File: config.mk
export PLATFORM = sky130hd
export DESIGN_NAME = dma_desc_dispatch_flat
export DESIGN_NICKNAME = d
export VERILOG_FILES = /design/src/rtl/dma_desc_dispatch_if.sv /design/src/rtl/dma_desc_dispatch.sv /design/src/flat_wrapper.sv
export SDC_FILE = /design/constraint.sdc
export NUM_CORES = 1
export LEC_CHECK = 0
export ABC_AREA = 1
export CAP_MARGIN = 20
export CORE_AREA = 2 2 214 216
export CTS_CLUSTER_DIAMETER = 80
export DETAILED_ROUTE_END_ITERATION = 7
export DIE_AREA = 0 0 216 218
export DONT_BUFFER_PORTS = 1
export HOLD_SLACK_MARGIN = 0.05
export PLACE_DENSITY = 0.45
export SETUP_SLACK_MARGIN = 0.3
export SLEW_MARGIN = 20
export SYNTH_ARGS = -nofsm -noshare
export SYNTH_HDL_FRONTEND = slang
export SYNTH_SLANG_ARGS = --single-unit
File: constraint.sdc
create_clock -name clk -period 1.97 [get_ports clk]
set_input_delay 0.394 -clock clk [delete_from_list [all_inputs] [get_ports clk]]
set_output_delay 0.394 -clock clk [all_outputs]
set_load 0.02 [all_outputs]
File: src/rtl/dma_desc_dispatch_if.sv
// -----------------------------------------------------------------------------
// dma_desc_dispatch_if
// Bundles the dispatcher's two outbound channels:
//   * transfer command to the data mover (valid/ready handshake, src/dst/len/id)
//     plus the mover's single-cycle completion report (done/bytes/error)
//   * AVMM write master used for descriptor writeback (write/addr/wrdata,
//     stalled by waitrequest)
// Signal suffixes are from the dispatcher's point of view: master = dispatcher,
// slave = data mover / descriptor memory side.
// -----------------------------------------------------------------------------
interface dma_desc_dispatch_if;
    // Transfer command channel
    logic        dma_xfer_cmd_valid_o;
    logic        dma_xfer_cmd_ready_i;
    logic [31:0] dma_xfer_src_addr_o;
    logic [31:0] dma_xfer_dst_addr_o;
    logic [31:0] dma_xfer_len_o;
    logic [7:0]  dma_xfer_id_o;
    // Completion report
    logic        dma_xfer_done_i;
    logic [31:0] dma_xfer_bytes_i;
    logic [7:0]  dma_xfer_error_i;
    // Descriptor writeback (AVMM write master)
    logic        dma_desc_wb_write_o;
    logic [31:0] dma_desc_wb_addr_o;
    logic [31:0] dma_desc_wb_wrdata_o;
    logic        dma_desc_wb_waitrequest_i;

    modport master (
        output dma_xfer_cmd_valid_o,
        input  dma_xfer_cmd_ready_i,
        output dma_xfer_src_addr_o,
        output dma_xfer_dst_addr_o,
        output dma_xfer_len_o,
        output dma_xfer_id_o,
        input  dma_xfer_done_i,
        input  dma_xfer_bytes_i,
        input  dma_xfer_error_i,
        output dma_desc_wb_write_o,
        output dma_desc_wb_addr_o,
        output dma_desc_wb_wrdata_o,
        input  dma_desc_wb_waitrequest_i
    );

    modport slave (
        input  dma_xfer_cmd_valid_o,
        output dma_xfer_cmd_ready_i,
        input  dma_xfer_src_addr_o,
        input  dma_xfer_dst_addr_o,
        input  dma_xfer_len_o,
        input  dma_xfer_id_o,
        output dma_xfer_done_i,
        output dma_xfer_bytes_i,
        output dma_xfer_error_i,
        input  dma_desc_wb_write_o,
        input  dma_desc_wb_addr_o,
        input  dma_desc_wb_wrdata_o,
        output dma_desc_wb_waitrequest_i
    );
endinterface

File: src/rtl/dma_desc_dispatch.sv
// -----------------------------------------------------------------------------
// dma_desc_dispatch
// Pops 265-bit descriptor entries from a show-ahead FIFO, issues one transfer
// command per descriptor, waits for completion and writes the actual byte count
// (word6) and status (word7, owned-by-hw cleared, error in low byte) back to
// descriptor memory. The descriptor's own address is not in the FIFO entry, so
// it is tracked here by following next pointers (word4) and returning to the
// chain head on an end-of-chain entry or whenever run is low.
//
// Ports:
//   clk, reset             clock, synchronous active-high reset
//   csr_control_i          bit5 run, bit4 irq enable
//   csr_first_pointer_i    chain head address
//   dma_desc_fifo_*        show-ahead FIFO read side (empty/rddata/rd)
//   xfer                   command/completion + AVMM writeback (master modport)
//   dma_dispatch_busy_o    high whenever not idle
//   dma_desc_irq_o         one-cycle pulse after each status writeback (irq en)
//   dma_chain_done_o       one-cycle pulse while decoding an end-of-chain entry
// -----------------------------------------------------------------------------
module dma_desc_dispatch (
    input  logic                clk,
    input  logic                reset,
    input  logic [31:0]         csr_control_i,
    input  logic [31:0]         csr_first_pointer_i,
    input  logic                dma_desc_fifo_empty_i,
    input  logic [264:0]        dma_desc_fifo_rddata_i,
    output logic                dma_desc_fifo_rd_o,
    dma_desc_dispatch_if.master xfer,
    output logic                dma_dispatch_busy_o,
    output logic                dma_desc_irq_o,
    output logic                dma_chain_done_o
);

    typedef enum logic [2:0] {
        S_IDLE      = 3'd0,
        S_DECODE    = 3'd1,
        S_ISSUE     = 3'd2,
        S_WAIT_DONE = 3'd3,
        S_WB_LEN    = 3'd4,
        S_WB_STAT   = 3'd5
    } state_t;

    state_t        state_q, state_d;
    logic [264:0]  entry_q, entry_d;
    logic [31:0]   bytes_q, bytes_d;
    logic [7:0]    err_q, err_d;
    logic [31:0]   cur_addr_q, cur_addr_d;
    logic          irq_q, irq_d;

    // Field views of the latched entry
    logic          ent_eoc;
    logic [7:0]    ent_id;
    logic [31:0]   ent_src, ent_dst, ent_next, ent_len, ent_ctrl;

    assign ent_eoc  = entry_q[264];
    assign ent_id   = entry_q[263:256];
    assign ent_src  = entry_q[31:0];
    assign ent_dst  = entry_q[95:64];
    assign ent_next = entry_q[159:128];
    assign ent_len  = entry_q[223:192];
    assign ent_ctrl = entry_q[255:224];

    logic run;
    assign run = csr_control_i[5];

    // Entry words 1/3/5, status bit31 and status low byte are overwritten or
    // irrelevant; the unused CSR bits likewise.
    logic unused_bits;
    assign unused_bits = ^{entry_q[63:32], entry_q[127:96], entry_q[191:160],
                           ent_ctrl[31], ent_ctrl[7:0],
                           csr_control_i[31:6], csr_control_i[3:0]};

    always_ff @(posedge clk) begin
        if (reset) begin
            state_q    <= S_IDLE;
            entry_q    <= '0;
            bytes_q    <= '0;
            err_q      <= '0;
            cur_addr_q <= '0;
            irq_q      <= 1'b0;
        end else begin
            state_q    <= state_d;
            entry_q    <= entry_d;
            bytes_q    <= bytes_d;
            err_q      <= err_d;
            cur_addr_q <= cur_addr_d;
            irq_q      <= irq_d;
        end
    end

    always_comb begin
        state_d    = state_q;
        entry_d    = entry_q;
        bytes_d    = bytes_q;
        err_d      = err_q;
        cur_addr_d = cur_addr_q;
        irq_d      = 1'b0;

        dma_desc_fifo_rd_o         = 1'b0;
        xfer.dma_xfer_cmd_valid_o  = 1'b0;
        xfer.dma_desc_wb_write_o   = 1'b0;
        xfer.dma_desc_wb_addr_o    = '0;
        xfer.dma_desc_wb_wrdata_o  = '0;
        dma_chain_done_o           = 1'b0;

        // Strobes are held low while reset is asserted so nothing is popped,
        // issued or written before the state register has been cleared.
        if (!reset) begin
            case (state_q)
                S_IDLE: begin
                    if (!dma_desc_fifo_empty_i) begin
                        dma_desc_fifo_rd_o = 1'b1;
                        entry_d            = dma_desc_fifo_rddata_i;
                        state_d            = S_DECODE;
                    end
                end
                S_DECODE: begin
                    if (ent_eoc) begin
                        dma_chain_done_o = 1'b1;
                        cur_addr_d       = csr_first_pointer_i;
                        state_d          = S_IDLE;
                    end else if (ent_len == '0) begin
                        // Nothing to move: report zero bytes, no error
                        bytes_d = '0;
                        err_d   = '0;
                        state_d = S_WB_LEN;
                    end else begin
                        state_d = S_ISSUE;
                    end
                end
                S_ISSUE: begin
                    xfer.dma_xfer_cmd_valid_o = 1'b1;
                    if (xfer.dma_xfer_cmd_ready_i) begin
                        state_d = S_WAIT_DONE;
                    end
                end
                S_WAIT_DONE: begin
                    if (xfer.dma_xfer_done_i) begin
                        bytes_d = xfer.dma_xfer_bytes_i;
                        err_d   = xfer.dma_xfer_error_i;
                        state_d = S_WB_LEN;
                    end
                end
                S_WB_LEN: begin
                    xfer.dma_desc_wb_write_o  = 1'b1;
                    xfer.dma_desc_wb_addr_o   = cur_addr_q + 32'h18;
                    xfer.dma_desc_wb_wrdata_o = bytes_q;
                    if (!xfer.dma_desc_wb_waitrequest_i) begin
                        state_d = S_WB_STAT;
                    end
                end
                S_WB_STAT: begin
                    xfer.dma_desc_wb_write_o  = 1'b1;
                    xfer.dma_desc_wb_addr_o   = cur_addr_q + 32'h1C;
                    xfer.dma_desc_wb_wrdata_o = {1'b0, ent_ctrl[30:8], err_q};
                    if (!xfer.dma_desc_wb_waitrequest_i) begin
                        cur_addr_d = ent_next;
                        irq_d      = csr_control_i[4];
                        state_d    = S_IDLE;
                    end
                end
                default: state_d = S_IDLE;
            endcase
        end

        // With run low the tracker always points at the chain head; this wins
        // over the next-pointer follow above.
        if (!run) begin
            cur_addr_d = csr_first_pointer_i;
        end
    end

    assign xfer.dma_xfer_src_addr_o = ent_src;
    assign xfer.dma_xfer_dst_addr_o = ent_dst;
    assign xfer.dma_xfer_len_o      = ent_len;
    assign xfer.dma_xfer_id_o       = ent_id;

    assign dma_dispatch_busy_o = (state_q != S_IDLE);
    assign dma_desc_irq_o      = irq_q;

endmodule
File: src/flat_wrapper.sv
// flat-port wrapper written by rule: the top's interface ports become plain ports
module dma_desc_dispatch_flat 
  (clk, reset, csr_control_i, csr_first_pointer_i, dma_desc_fifo_empty_i, dma_desc_fifo_rddata_i, dma_desc_fifo_rd_o, dma_dispatch_busy_o, dma_desc_irq_o, dma_chain_done_o, xfer_dma_xfer_cmd_valid_o, xfer_dma_xfer_cmd_ready_i, xfer_dma_xfer_src_addr_o, xfer_dma_xfer_dst_addr_o, xfer_dma_xfer_len_o, xfer_dma_xfer_id_o, xfer_dma_xfer_done_i, xfer_dma_xfer_bytes_i, xfer_dma_xfer_error_i, xfer_dma_desc_wb_write_o, xfer_dma_desc_wb_addr_o, xfer_dma_desc_wb_wrdata_o, xfer_dma_desc_wb_waitrequest_i);
  dma_desc_dispatch_if xfer_i ();
  input  logic clk;
  input  logic reset;
  input  logic [31:0] csr_control_i;
  input  logic [31:0] csr_first_pointer_i;
  input  logic dma_desc_fifo_empty_i;
  input  logic [264:0] dma_desc_fifo_rddata_i;
  output logic dma_desc_fifo_rd_o;
  output logic dma_dispatch_busy_o;
  output logic dma_desc_irq_o;
  output logic dma_chain_done_o;
  output wire logic [$bits(xfer_i.dma_xfer_cmd_valid_o)-1:0] xfer_dma_xfer_cmd_valid_o;
  input wire logic [$bits(xfer_i.dma_xfer_cmd_ready_i)-1:0] xfer_dma_xfer_cmd_ready_i;
  output wire logic [$bits(xfer_i.dma_xfer_src_addr_o)-1:0] xfer_dma_xfer_src_addr_o;
  output wire logic [$bits(xfer_i.dma_xfer_dst_addr_o)-1:0] xfer_dma_xfer_dst_addr_o;
  output wire logic [$bits(xfer_i.dma_xfer_len_o)-1:0] xfer_dma_xfer_len_o;
  output wire logic [$bits(xfer_i.dma_xfer_id_o)-1:0] xfer_dma_xfer_id_o;
  input wire logic [$bits(xfer_i.dma_xfer_done_i)-1:0] xfer_dma_xfer_done_i;
  input wire logic [$bits(xfer_i.dma_xfer_bytes_i)-1:0] xfer_dma_xfer_bytes_i;
  input wire logic [$bits(xfer_i.dma_xfer_error_i)-1:0] xfer_dma_xfer_error_i;
  output wire logic [$bits(xfer_i.dma_desc_wb_write_o)-1:0] xfer_dma_desc_wb_write_o;
  output wire logic [$bits(xfer_i.dma_desc_wb_addr_o)-1:0] xfer_dma_desc_wb_addr_o;
  output wire logic [$bits(xfer_i.dma_desc_wb_wrdata_o)-1:0] xfer_dma_desc_wb_wrdata_o;
  input wire logic [$bits(xfer_i.dma_desc_wb_waitrequest_i)-1:0] xfer_dma_desc_wb_waitrequest_i;
  assign xfer_dma_xfer_cmd_valid_o = xfer_i.dma_xfer_cmd_valid_o;
  assign xfer_i.dma_xfer_cmd_ready_i = xfer_dma_xfer_cmd_ready_i;
  assign xfer_dma_xfer_src_addr_o = xfer_i.dma_xfer_src_addr_o;
  assign xfer_dma_xfer_dst_addr_o = xfer_i.dma_xfer_dst_addr_o;
  assign xfer_dma_xfer_len_o = xfer_i.dma_xfer_len_o;
  assign xfer_dma_xfer_id_o = xfer_i.dma_xfer_id_o;
  assign xfer_i.dma_xfer_done_i = xfer_dma_xfer_done_i;
  assign xfer_i.dma_xfer_bytes_i = xfer_dma_xfer_bytes_i;
  assign xfer_i.dma_xfer_error_i = xfer_dma_xfer_error_i;
  assign xfer_dma_desc_wb_write_o = xfer_i.dma_desc_wb_write_o;
  assign xfer_dma_desc_wb_addr_o = xfer_i.dma_desc_wb_addr_o;
  assign xfer_dma_desc_wb_wrdata_o = xfer_i.dma_desc_wb_wrdata_o;
  assign xfer_i.dma_desc_wb_waitrequest_i = xfer_dma_desc_wb_waitrequest_i;
  dma_desc_dispatch u_core (.clk(clk), .reset(reset), .csr_control_i(csr_control_i), .csr_first_pointer_i(csr_first_pointer_i), .dma_desc_fifo_empty_i(dma_desc_fifo_empty_i), .dma_desc_fifo_rddata_i(dma_desc_fifo_rddata_i), .dma_desc_fifo_rd_o(dma_desc_fifo_rd_o), .xfer(xfer_i), .dma_dispatch_busy_o(dma_dispatch_busy_o), .dma_desc_irq_o(dma_desc_irq_o), .dma_chain_done_o(dma_chain_done_o));
endmodule
After elaboration in Yosys (flattened, before gate mapping)
Cells that the tools add are included.
- register bits: 341
- bits of input ports: 375
- word-level logic and storage cells: 69
- $add $sub $neg: 2
- equality and inequality tests: 15
- mux-type cells: 34
- bitwise gates (word level): 2
- reduce and logical (&&, ||, !) cells: 10
- operators with widths (operator ; number):
    two-way mux 32 bit ; 8
    case mux 32 bit (2 select lines) ; 4
    adder 32 x 5 -> 32 bit, second input constant ; 2
    logical NOT 32 bit ; 1
    two-way mux 8 bit ; 3
    two-way mux 3 bit ; 7
    case mux 3 bit (6 select lines) ; 1
    case mux 8 bit (2 select lines) ; 1
    != test 2 bit, second input constant ; 6
    two-way mux 1 bit ; 10
    == test 3 x 2 -> 1 bit, second input constant ; 2
    == test 3 bit, second input constant ; 2
    AND reduction 5 bit ; 1
    AND reduction 4 bit ; 1
    == test 3 x 1 -> 1 bit, second input constant ; 1
    logical NOT 3 bit ; 1
    != test 3 x 1 -> 1 bit, second input constant ; 1
    != test 3 x 2 -> 1 bit, second input constant ; 1
    != test 3 bit, second input constant ; 1
    AND reduction 3 bit ; 1
    nonzero test 3 bit ; 1
    OR reduction 3 bit ; 1
    != test 2 x 1 -> 1 bit, second input constant ; 1
    NOT 1 bit ; 2
    other kinds (3) ; 3

Logic depth before layout (Yosys ltp)
Gate-level depths: netlist (run 1).
- word-level depth: 4
- mapped depth: 11

Worst setup path after synthesis (run 1)
Ideal clock, no wire load.
- kind: register to output
- from: register u_core.cur_addr_q[2]
- to: output port xfer_dma_desc_wb_addr_o[12]
- data arrival time: 1.729 ns
- required time: 1.576 ns
- slack: -0.153 ns
- cell stages (with the launch flop): 11
- buffers on the path: 0
- cells stage by stage: dfxtp_1 -> inv_1 -> ha_1 -> nand2_1 -> nand2_1 -> inv_1 -> nand2_1 -> nor2_2 -> or2_2 -> nand3_1 -> a21oi_1
- cells in the longest elaborated chain, start to end: 3
- RTL lines (item ; RTL line ; source):
    from (decl) ; dma_desc_dispatch.sv:47 ; logic [31:0] cur_addr_q, cur_addr_d;
    from (signal assigned) ; dma_desc_dispatch.sv:86 ; cur_addr_q <= cur_addr_d;
    adder 32 x 5 -> 32 bit (on tied branches) ; dma_desc_dispatch.sv:154, dma_desc_dispatch.sv:146 ;
    case mux 32 bit (2 select lines) (*) ; dma_desc_dispatch.sv:109 ; case (state_q)
    two-way mux 32 bit (*) ; dma_desc_dispatch.sv:108 ; if (!reset) begin
    to (decl) ; flat_wrapper.sv:25 ; output wire logic [$bits(xfer_i.dma_desc_wb_addr_o)-1:0] xfer_dma_desc_wb_addr_o;
Every way passes the cells marked *; elsewhere a longest branch is shown, timed or not.

Worst setup path in the final report (run 1)
- from: register u_core.cur_addr_q[3]
- to: output port xfer_dma_desc_wb_addr_o[7]
The elaborated chain is that of the path after synthesis.

==> results.ini, run 1 <==
[hold_path]
whs_path_depth = 2
hp-class = in2reg
worstHoldEndpoint = u_core.cur_addr_q[6]
hp-start = csr_first_pointer_i[6]

[placed_design]
post_dp_cell_area_sq_um = 13900
dp_cells = 2333
finalWeightedCongestion = 0.862
dp_hpwl_mm = 32.6
dp_slack_ns = -0.0920
port_buffers = 0

[layout]
instances_no_fill = 2728
fill_cells = 4098
seq_area_sq_um = 4790
stdcell_area_sq_um = 22600
multi_input_area_sq_um = 8840
drive_gt1_share_pct = 46.6
final_nets = 2481
area_growth_pct = 81.4

[floorplan]
start_util_pct = 27.8
coreArea_sq_um = 44900
num_rows = 78
fp.dieW_um = 216
ios = 549
fp.dieH_um = 218
dieArea_sq_um = 47100

[sta]
setup_viol = 185
worst_pin_slew_ns = 0.894
period_share_pct = 131
clock.fmax_mhz = 388
relSlewSlack_pct = 40.2
slew_viol_final = 0
rsz0062_at_grt = yes
fin_ws_ns = -0.610
skew_ns = 0.0137
finalHoldViolCount = 0
finalCriticalPeriod_ns = 2.58

[synthesis]
synth-edff-count = 0
synth_area_per_cell_sq_um = 6.95
syn_area_sq_um = 12500
synth_common_cells = 293 x nand2_1, 260 x a21oi_1, 236 x dfxtp_1, 216 x inv_1, 136 x o21ai_1
yosysWarnings = 0
synth_cell_types = 34
synth_top_area_share_pct = 37.9
yosys_register_bits = 236
syn_inst = 1794
synth_most_common_cell = nand2_1
synth.area.top_cells = dfxtp_1 38%, a21oi_1 10%, nand2_1 8.8%
syn_nets = 2172
synth_top_area_cell = dfxtp_1
synthArstFlopShare_pct = 0
synth_seq_area_share_pct = 37.9
ys.flop_type = dfxtp_1

[worst_setup_path]
r2r_start = u_core.state_q[1]
timing.rr.end = u_core.cur_addr_q[21]
r2r_slack_ns = -0.15
cp.arrival_ns = 2.19
worst-setup-path-type = reg2out
cp-start-kind = flip-flop
crit_path_max_fanout = 4
required_ns = 1.58
end_kind = output port
r2r_cells = 15

[clock_network]
h-tree-depth = 1
clk_latency_ns = 0.57
clk_pin_slew_ns = 0.06
clkSinkCount = 236
numCtsBuffers = 30
clk_path_buf_depth = 3
cts-root-buf = clkbuf_16
cts_tree = built

[global_routing]
grt_pass1_wl_mm = 75.8
grt_overflow_total = 0
grt_pass1_vias = 12400
grt_max_degree = 87
grt_usage_pct = 21.0
antenna_found_initial = 4

[route]
vias = 13300
drt-pass1-iter-count = 5
finalWirelength_mm = 58.2
drt_iter0_drc = 744
wl_per_cell_um = 21.4
viasPerCell = 4.89
antenna_left = 0
drc_errors = 0

[power_and_ir_drop]
power_density_nw_per_um2 = 1050
p_leak_nw = 9.34
power_w = 0.0239
ir_drop_v = 0.000737

[run_status]
status = finished with violations
violations = negative setup slack

[run]
maxCapViolations = 0

-- layout make-up --
cell class,instances,area share (%)
repair buffers,493,27.6
repair inverters,1,0.0332
well taps,600,3.32
clock inverters,18,1.04
flip-flops and latches,236,21.2
multi-input cells,1118,39.1
clock buffers,37,3.75
inverters,223,4.02
diodes,2,0.0221
-- worst max-delay path, stage by stage, from the launching register on --
cell and delay, ns:
dfxtp_4 0.36, inv_6 0.09, ha_4 0.14, nand4_1 0.14
buf_4 0.18, buf_4 0.12, buf_4 0.12, buf_6 0.11
nand2_4 0.06, a31oi_4 0.08, nor2_2 0.10, buf_6 0.12
-- layer usage --
| metal | vias to the layer above | GRT usage [%] | part of all wire [%] |
|---|---|---|---|
| met4 | 6 | 5.27 | 2.5 |
| met3 | 86 | 7.32 | 8.4 |
| met1 | 6406 | 26.0 | 41 |
| met5 | - | 0 | 0.070 |
| met2 | 451 | 34.7 | 48 |
| li1 | 6399 | - | - |
-- stage by stage --
step | setup TNS [ns] | util [%] | hold WS [ns]
floorplan | 0 | - | 0.425
global placement | -0.216 | 30.9 | 0.432
detailed placement | -0.313 | 30.9 | 0.437
CTS | -27.97 | 42.9 | 0.0504
global route | -50.74 | 50.4 | 0.0441
finish | -35.74 | 50.4 | 0.0372
-- where the power goes --
group / internal (W) / switching [W] / total (W)
Sequential: 0.00599 / 0.00156 / 0.00755
Combinational: 0.00505 / 0.00526 / 0.0103
Clock: 0.00370 / 0.00229 / 0.00599
-- cell families (layout without fill, tap and decap cells) --
logic type               Yosys count  in the layout  share of synthesized area [%]
AO/OA/AOI/OAI                    565            565                           24.1
adder cells (fa/ha/maj)            3              3                          0.301
buffers and inverters            440            772                           18.6
flip-flops                       236            236                           37.9
other                              0              2                              0
AND/OR/NAND/NOR                  550            550                           19.1
-- registers in the layout, summed over array words and instances (netlist names) --
register / cells
u_core.entry_q: 160
u_core.bytes_q: 32
u_core.cur_addr_q: 32
u_core.err_q: 8
u_core.state_q: 3
u_core.dma_desc_irq_o: 1
-- layout by cell type, fill, tap and decap left out, types with 32 or more instances in the layout --
| master | count |
|---|---|
| o21ai_2 | 133 |
| buf_6 | 67 |
| dfxtp_1 | 210 |
| a21boi_0 | 35 |
| nand2_2 | 49 |
| nand2_4 | 76 |
| dlygate4sd3_1 | 182 |
| nand3_1 | 46 |
| nand2_1 | 167 |
| a21oi_4 | 51 |
| inv_1 | 197 |
| clkbuf_16 | 66 |
| buf_12 | 32 |
| nor2_1 | 72 |
| buf_4 | 128 |
| a21oi_2 | 92 |
| buf_16 | 33 |
| o21ai_4 | 62 |
| a21oi_1 | 126 |
| nand3b_1 | 39 |
-- how the worst max path moves through the flow --
stage / start / endpoint / slack [ns] / depth (start not counted)
2_1_floorplan: u_core.cur_addr_q[4] / xfer_dma_desc_wb_addr_o[13] / 0.17 / 10
3_3_place_gp: u_core.cur_addr_q[3] / xfer_dma_desc_wb_addr_o[23] / -0.10 / 11
3_5_place_dp: u_core.cur_addr_q[3] / xfer_dma_desc_wb_addr_o[23] / -0.09 / 11
4_1_cts: u_core.cur_addr_q[3] / xfer_dma_desc_wb_addr_o[23] / -0.62 / 10
5_1_grt: u_core.cur_addr_q[15] / xfer_dma_desc_wb_addr_o[27] / -0.74 / 8
6_report: u_core.cur_addr_q[3] / xfer_dma_desc_wb_addr_o[7] / -0.61 / 11
-- what timing repair did --
item | in CTS | in global routing
gates resized for setup | 403 | 495
endpoints found under the hold margin | 171 | 19
setup endpoints to repair | 215 | 302
cloned | 28 | 42
pin swaps | 119 | 140
hold buffers | 163 | 19
setup buffers | 53 | 33
(Power assumes the default switching activity.)
==> run 2, diff against run 1 <==
--- a/config.mk
+++ b/config.mk
@@ -6,7 +6,6 @@
 export NUM_CORES = 1
 export LEC_CHECK = 0
 export ABC_AREA = 1
-export CAP_MARGIN = 20
 export CORE_AREA = 2 2 214 216
 export CTS_CLUSTER_DIAMETER = 80
 export DETAILED_ROUTE_END_ITERATION = 7
@@ -15,6 +14,7 @@
 export HOLD_SLACK_MARGIN = 0.05
 export PLACE_DENSITY = 0.45
 export SETUP_SLACK_MARGIN = 0.3
+export SKIP_CTS_REPAIR_TIMING = 1
 export SLEW_MARGIN = 20
 export SYNTH_ARGS = -nofsm -noshare
 export SYNTH_HDL_FRONTEND = slang
==> run 2 against run 1 <==
- the run still ends with negative setup slack left
- wire length fell by 8.6%
- non-clock buffer count fell by 97
- cell area fell by 13%
- sequential power barely moved
- clock-buffer cell count did not move
- maximum frequency rose by 0.91%
- first-iteration DRC count rose by 3.9%
- sequential share of layout area rose by 3.2 points
- combinational power fell by 25%
- utilization fell by 6.5 points
- largest cell class unchanged
==> results.ini, run 2 (synthesis results as in run 1) <==
[route]
antenna_left = 0
viasPerCell = 4.83
drc_errors = 0
wl_per_cell_um = 20.3
vias = 12700
drt_iter0_drc = 773
finalWirelength_mm = 53.3
drt-pass1-iter-count = 5

[floorplan]
num_rows = 78
start_util_pct = 27.8
fp.dieW_um = 216
coreArea_sq_um = 44900
dieArea_sq_um = 47100
fp.dieH_um = 218
ios = 549

[sta]
finalCriticalPeriod_ns = 2.56
rsz0062_at_grt = yes
finalHoldViolCount = 0
period_share_pct = 130
hold_ws_ns = 0.0192
worst_pin_slew_ns = 0.831
fin_ws_ns = -0.587
clock.fmax_mhz = 391
setup_viol = 127
slew_viol_final = 0
relSlewSlack_pct = 44.4
skew_ns = 0.0154

[global_routing]
grt_max_degree = 87
grt_overflow_total = 0
grt_pass1_wl_mm = 64.1
grt_usage_pct = 17.6
antenna_found_initial = 3
grt_pass1_vias = 10600

[layout]
largest_reg_flops = 160
final_common_cell = dfxtp_1
diodes = 0
largestRegisters = u_core.entry_q x160, u_core.bytes_q x32, u_core.cur_addr_q x32
fin_util_pct = 43.9
drive_gt1_share_pct = 36.5
final_nets = 2385
fill_cells = 4439
area_growth_pct = 57.9
largest_register = u_core.entry_q
instances_no_fill = 2630
final_cell_mix = 204 x dfxtp_1, 199 x nand2_1, 197 x inv_1

[clock_network]
numCtsBuffers = 30
cts-root-buf = clkbuf_16
clk_path_buf_depth = 3
cts_tree = built
clk_latency_ns = 0.57
clkSinkCount = 236
clk_pin_slew_ns = 0.06
h-tree-depth = 1

[worst_setup_path]
cp.arrival_ns = 2.16
crit_path_max_fanout = 7
slowest_stage = dfxtp_4
worst-setup-path-type = reg2out
crit_chain = inv_6 > ha_4 > nor2_4 > inv_2 > nor2_4 > nand2_1 > nand2_1 > nand3_1 > a21oi_4 > buf_12
end_kind = output port
r2r_slack_ns = -0.20
required_ns = 1.58
critPathMaxStageDelay_ns = 0.37
cp-start-kind = flip-flop

[power_and_ir_drop]
power_density_nw_per_um2 = 1080
ir_drop_v = 0.000894
p_leak_nw = 8.08

[run_status]
status = finished with violations
violations = negative setup slack

[run]
maxCapViolations = 0

[hold_path]
hp-class = in2reg

[placed_design]
dp_cells = 2333
finalWeightedCongestion = 0.862
dp_hpwl_mm = 32.6
port_buffers = 0

## run 2: cell count changes in the layout (fill, tap and decap cells not counted), sizes merged
| cell | delta |
|---|---|
| buf | -51 |
| bufbuf | -2 |
| clkbuf | -5 |
| clkinv | +2 |
| diode | -2 |
| dlygate4sd3 | -39 |
| inv | -1 |
## run 2: critical path: cells and delay by family (launching register included)
| kind | cells | cell delay, ns |
|---|---|---|
| simple gates | 5 | 0.60 |
| flops | 1 | 0.37 |
| buf+inv | 3 | 0.26 |
| compound gates | 1 | 0.20 |
| fa+ha+maj | 1 | 0.17 |
## run 2: layer usage
metal	wire [um]	global-route usage [%]	up-vias
met1	22300	21.6	6044
met4	834	4.20	4
met3	4510	7.77	53
li1	-	-	6192
met2	25600	28.3	399
met5	21	0	-
## run 2: final timing paths
kind / from / cells after the start / to
worst max-delay path: u_core.cur_addr_q[3] / 10 / xfer_dma_desc_wb_addr_o[23]
worst min-delay path: dma_desc_fifo_rddata_i[235] / 2 / u_core.entry_q[235]
worst min register to register: u_core.entry_q[234] / 2 / u_core.entry_q[234]
worst max register to register: u_core.state_q[0] / 12 / u_core.entry_q[67]
## run 2: report_power, final
part           switching, W  total, W  internal [W]
clock network       0.00226   0.00597       0.00370
logic               0.00417   0.00769       0.00352
registers           0.00155   0.00757       0.00601
## run 2: cell type report
type                            instances  area (sq um)  share of cell area (%)
Inverter                              223           903                    4.59
Sequential cell                       236          4810                    24.4
Timing Repair Buffer                  396          4510                    22.9
Tap cell                              600           751                    3.81
Timing Repair inverter                  2          23.8                   0.121
Multi-Input combinational cell       1118          7620                    38.7
Clock inverter                         18           235                    1.19
Clock buffer                           37           848                    4.31
## run 2: through the flow
step / cell area, sq um / TNS (ns) / total power [W] / setup slack [ns]
2_1_floorplan: 13200 / 0 / 0.0118 / 0.171
3_3_place_gp: 13900 / -0.216 / 0.0123 / -0.102
3_5_place_dp: 13900 / -0.313 / 0.0124 / -0.0920
4_1_cts: 14900 / -36.67 / 0.0184 / -0.714
5_1_grt: 19700 / -43.61 / 0.0223 / -0.713
6_report: 19700 / -32.89 / 0.0212 / -0.587
==> run 3, diff against run 2 <==
--- a/config.mk
+++ b/config.mk
@@ -12,6 +12,7 @@
 export DIE_AREA = 0 0 216 218
 export DONT_BUFFER_PORTS = 1
 export HOLD_SLACK_MARGIN = 0.05
+export MAX_ROUTING_LAYER = met4
 export PLACE_DENSITY = 0.45
 export SETUP_SLACK_MARGIN = 0.3
 export SKIP_CTS_REPAIR_TIMING = 1
==> run 3 against run 2 <==
- the flow still finishes with violations (negative setup slack)
- critical path depth up 1
- clock-buffer cell count unchanged
- setup slack better by 0.00075 ns
- cell area down 0.58%
- worst hold slack better by 0.0026 ns
==> results.ini, run 3 (synthesis results as in run 1) <==
[worst_setup_path]
critPathMaxStageDelay_ns = 0.37
crit_path_max_fanout = 4
crit_top_cell = a21oi_2
required_ns = 1.58
crit_chain = inv_6 > ha_4 > inv_4 > a21oi_2 > inv_2 > nand2_4 > buf_6 > a21oi_2 > o21ai_1 > a21oi_2 > buf_6
slowest_stage = dfxtp_4
end_kind = output port
worst-setup-path-type = reg2out
cp.arrival_ns = 2.16
r2r_cells = 12
cp-start-kind = flip-flop

[clock_network]
clk_pin_slew_ns = 0.06
clkSinkCount = 236
numCtsBuffers = 30
cts_tree = built
clk_latency_ns = 0.57
clk_path_buf_depth = 3
cts-root-buf = clkbuf_16
h-tree-depth = 1

[floorplan]
num_rows = 78
fp.dieH_um = 218
coreArea_sq_um = 44900
fp.dieW_um = 216
ios = 549
start_util_pct = 27.8
dieArea_sq_um = 47100

[power_and_ir_drop]
ir_drop_v = 0.000886
p_leak_nw = 7.99
power_w = 0.0211
power_density_nw_per_um2 = 1080

[placed_design]
finalWeightedCongestion = 0.876
port_buffers = 0
post_dp_cell_area_sq_um = 13900
dp_slack_ns = -0.0920
dp_hpwl_mm = 32.6

[route]
drt-pass1-iter-count = 5
drt_iter0_drc = 764
viasPerCell = 4.80
vias = 12600
antenna_left = 0
drc_errors = 0
finalWirelength_mm = 52.9
wl_per_cell_um = 20.1

[sta]
period_share_pct = 130
finalHoldViolCount = 0
setup_viol = 124
tns_ns = -32.58
worst_pin_slew_ns = 0.836
slew_viol_final = 0
skew_ns = 0.0130
rsz0062_at_grt = yes
finalCriticalPeriod_ns = 2.56
relSlewSlack_pct = 44.1
fin_ws_ns = -0.586
clock.fmax_mhz = 391

[layout]
drive_gt1_share_pct = 35.9
largest_register = u_core.entry_q
final_cell_mix = 206 x dfxtp_1, 205 x nand2_1, 201 x inv_1
final_nets = 2379
largestRegisters = u_core.entry_q x160, u_core.bytes_q x32, u_core.cur_addr_q x32
stdcell_area_sq_um = 19600
largest_reg_flops = 160
final_common_cell = dfxtp_1
area_growth_pct = 57.0

[global_routing]
grt_max_degree = 87
grt_overflow_total = 0
antenna_found_initial = 5
grt_usage_pct = 18.1
grt_pass1_wl_mm = 63.9
grt_pass1_vias = 10700

[run]
maxCapViolations = 0

[hold_path]
hp-class = in2reg
whs_path_depth = 2

[run_status]
violations = negative setup slack
status = finished with violations

-- run 3: power breakdown --
part	leakage (nW)	internal, W	switching [W]
logic	5.50	0.00349	0.00413
registers	1.96	0.00600	0.00154
clock network	0.534	0.00370	0.00226
total	7.99	0.0132	0.00793
-- run 3: worst paths after layout --
path | start | slack [ns] | endpoint
worst max-delay path | u_core.cur_addr_q[3] | -0.59 | xfer_dma_desc_wb_addr_o[9]
worst min-delay path | dma_desc_fifo_rddata_i[235] | 0.02 | u_core.entry_q[235]
worst max register to register | u_core.state_q[0] | -0.19 | u_core.entry_q[67]
worst min register to register | u_core.entry_q[234] | 0.45 | u_core.entry_q[234]
-- run 3: per-layer routing --
| layer | up-vias | track usage, % | share of wire (%) |
|---|---|---|---|
| met5 | - | - | 0 |
| met4 | 0 | 4.20 | 1.3 |
| met3 | 45 | 7.45 | 8.5 |
| met2 | 369 | 28.3 | 48 |
| met1 | 6017 | 21.8 | 42 |
| li1 | 6172 | - | - |
-- run 3: worst max-delay path, delay by kind of cell (launching register included) --
family	cells	cell delay, ns
adders and majority gates	1	0.17
DFF	1	0.37
and+or+nand+nor	1	0.10
buffers and inverters	5	0.52
AOI/OAI and AO/OA	4	0.45
-- run 3: layout make-up --
type	instances	area [sq um]
multi-input cells	1118	7560
clock buffers	37	848
diodes	4	10.0
repair buffers	390	4470
well taps	600	751
fillers	4447	25300
repair inverters	2	23.8
flip-flops and latches	236	4800
inverters	223	898
clock inverters	18	235
-- run 3: stage by stage --
stage	util [%]	std cells	hold slack, ns
3_5_place_dp	30.9	2333	0.437
4_1_cts	33.3	2388	-0.124
3_3_place_gp	30.9	2333	0.432
2_1_floorplan	-	1794	0.425
6_report	43.6	2628	0.0219
5_1_grt	43.6	2628	0.0505
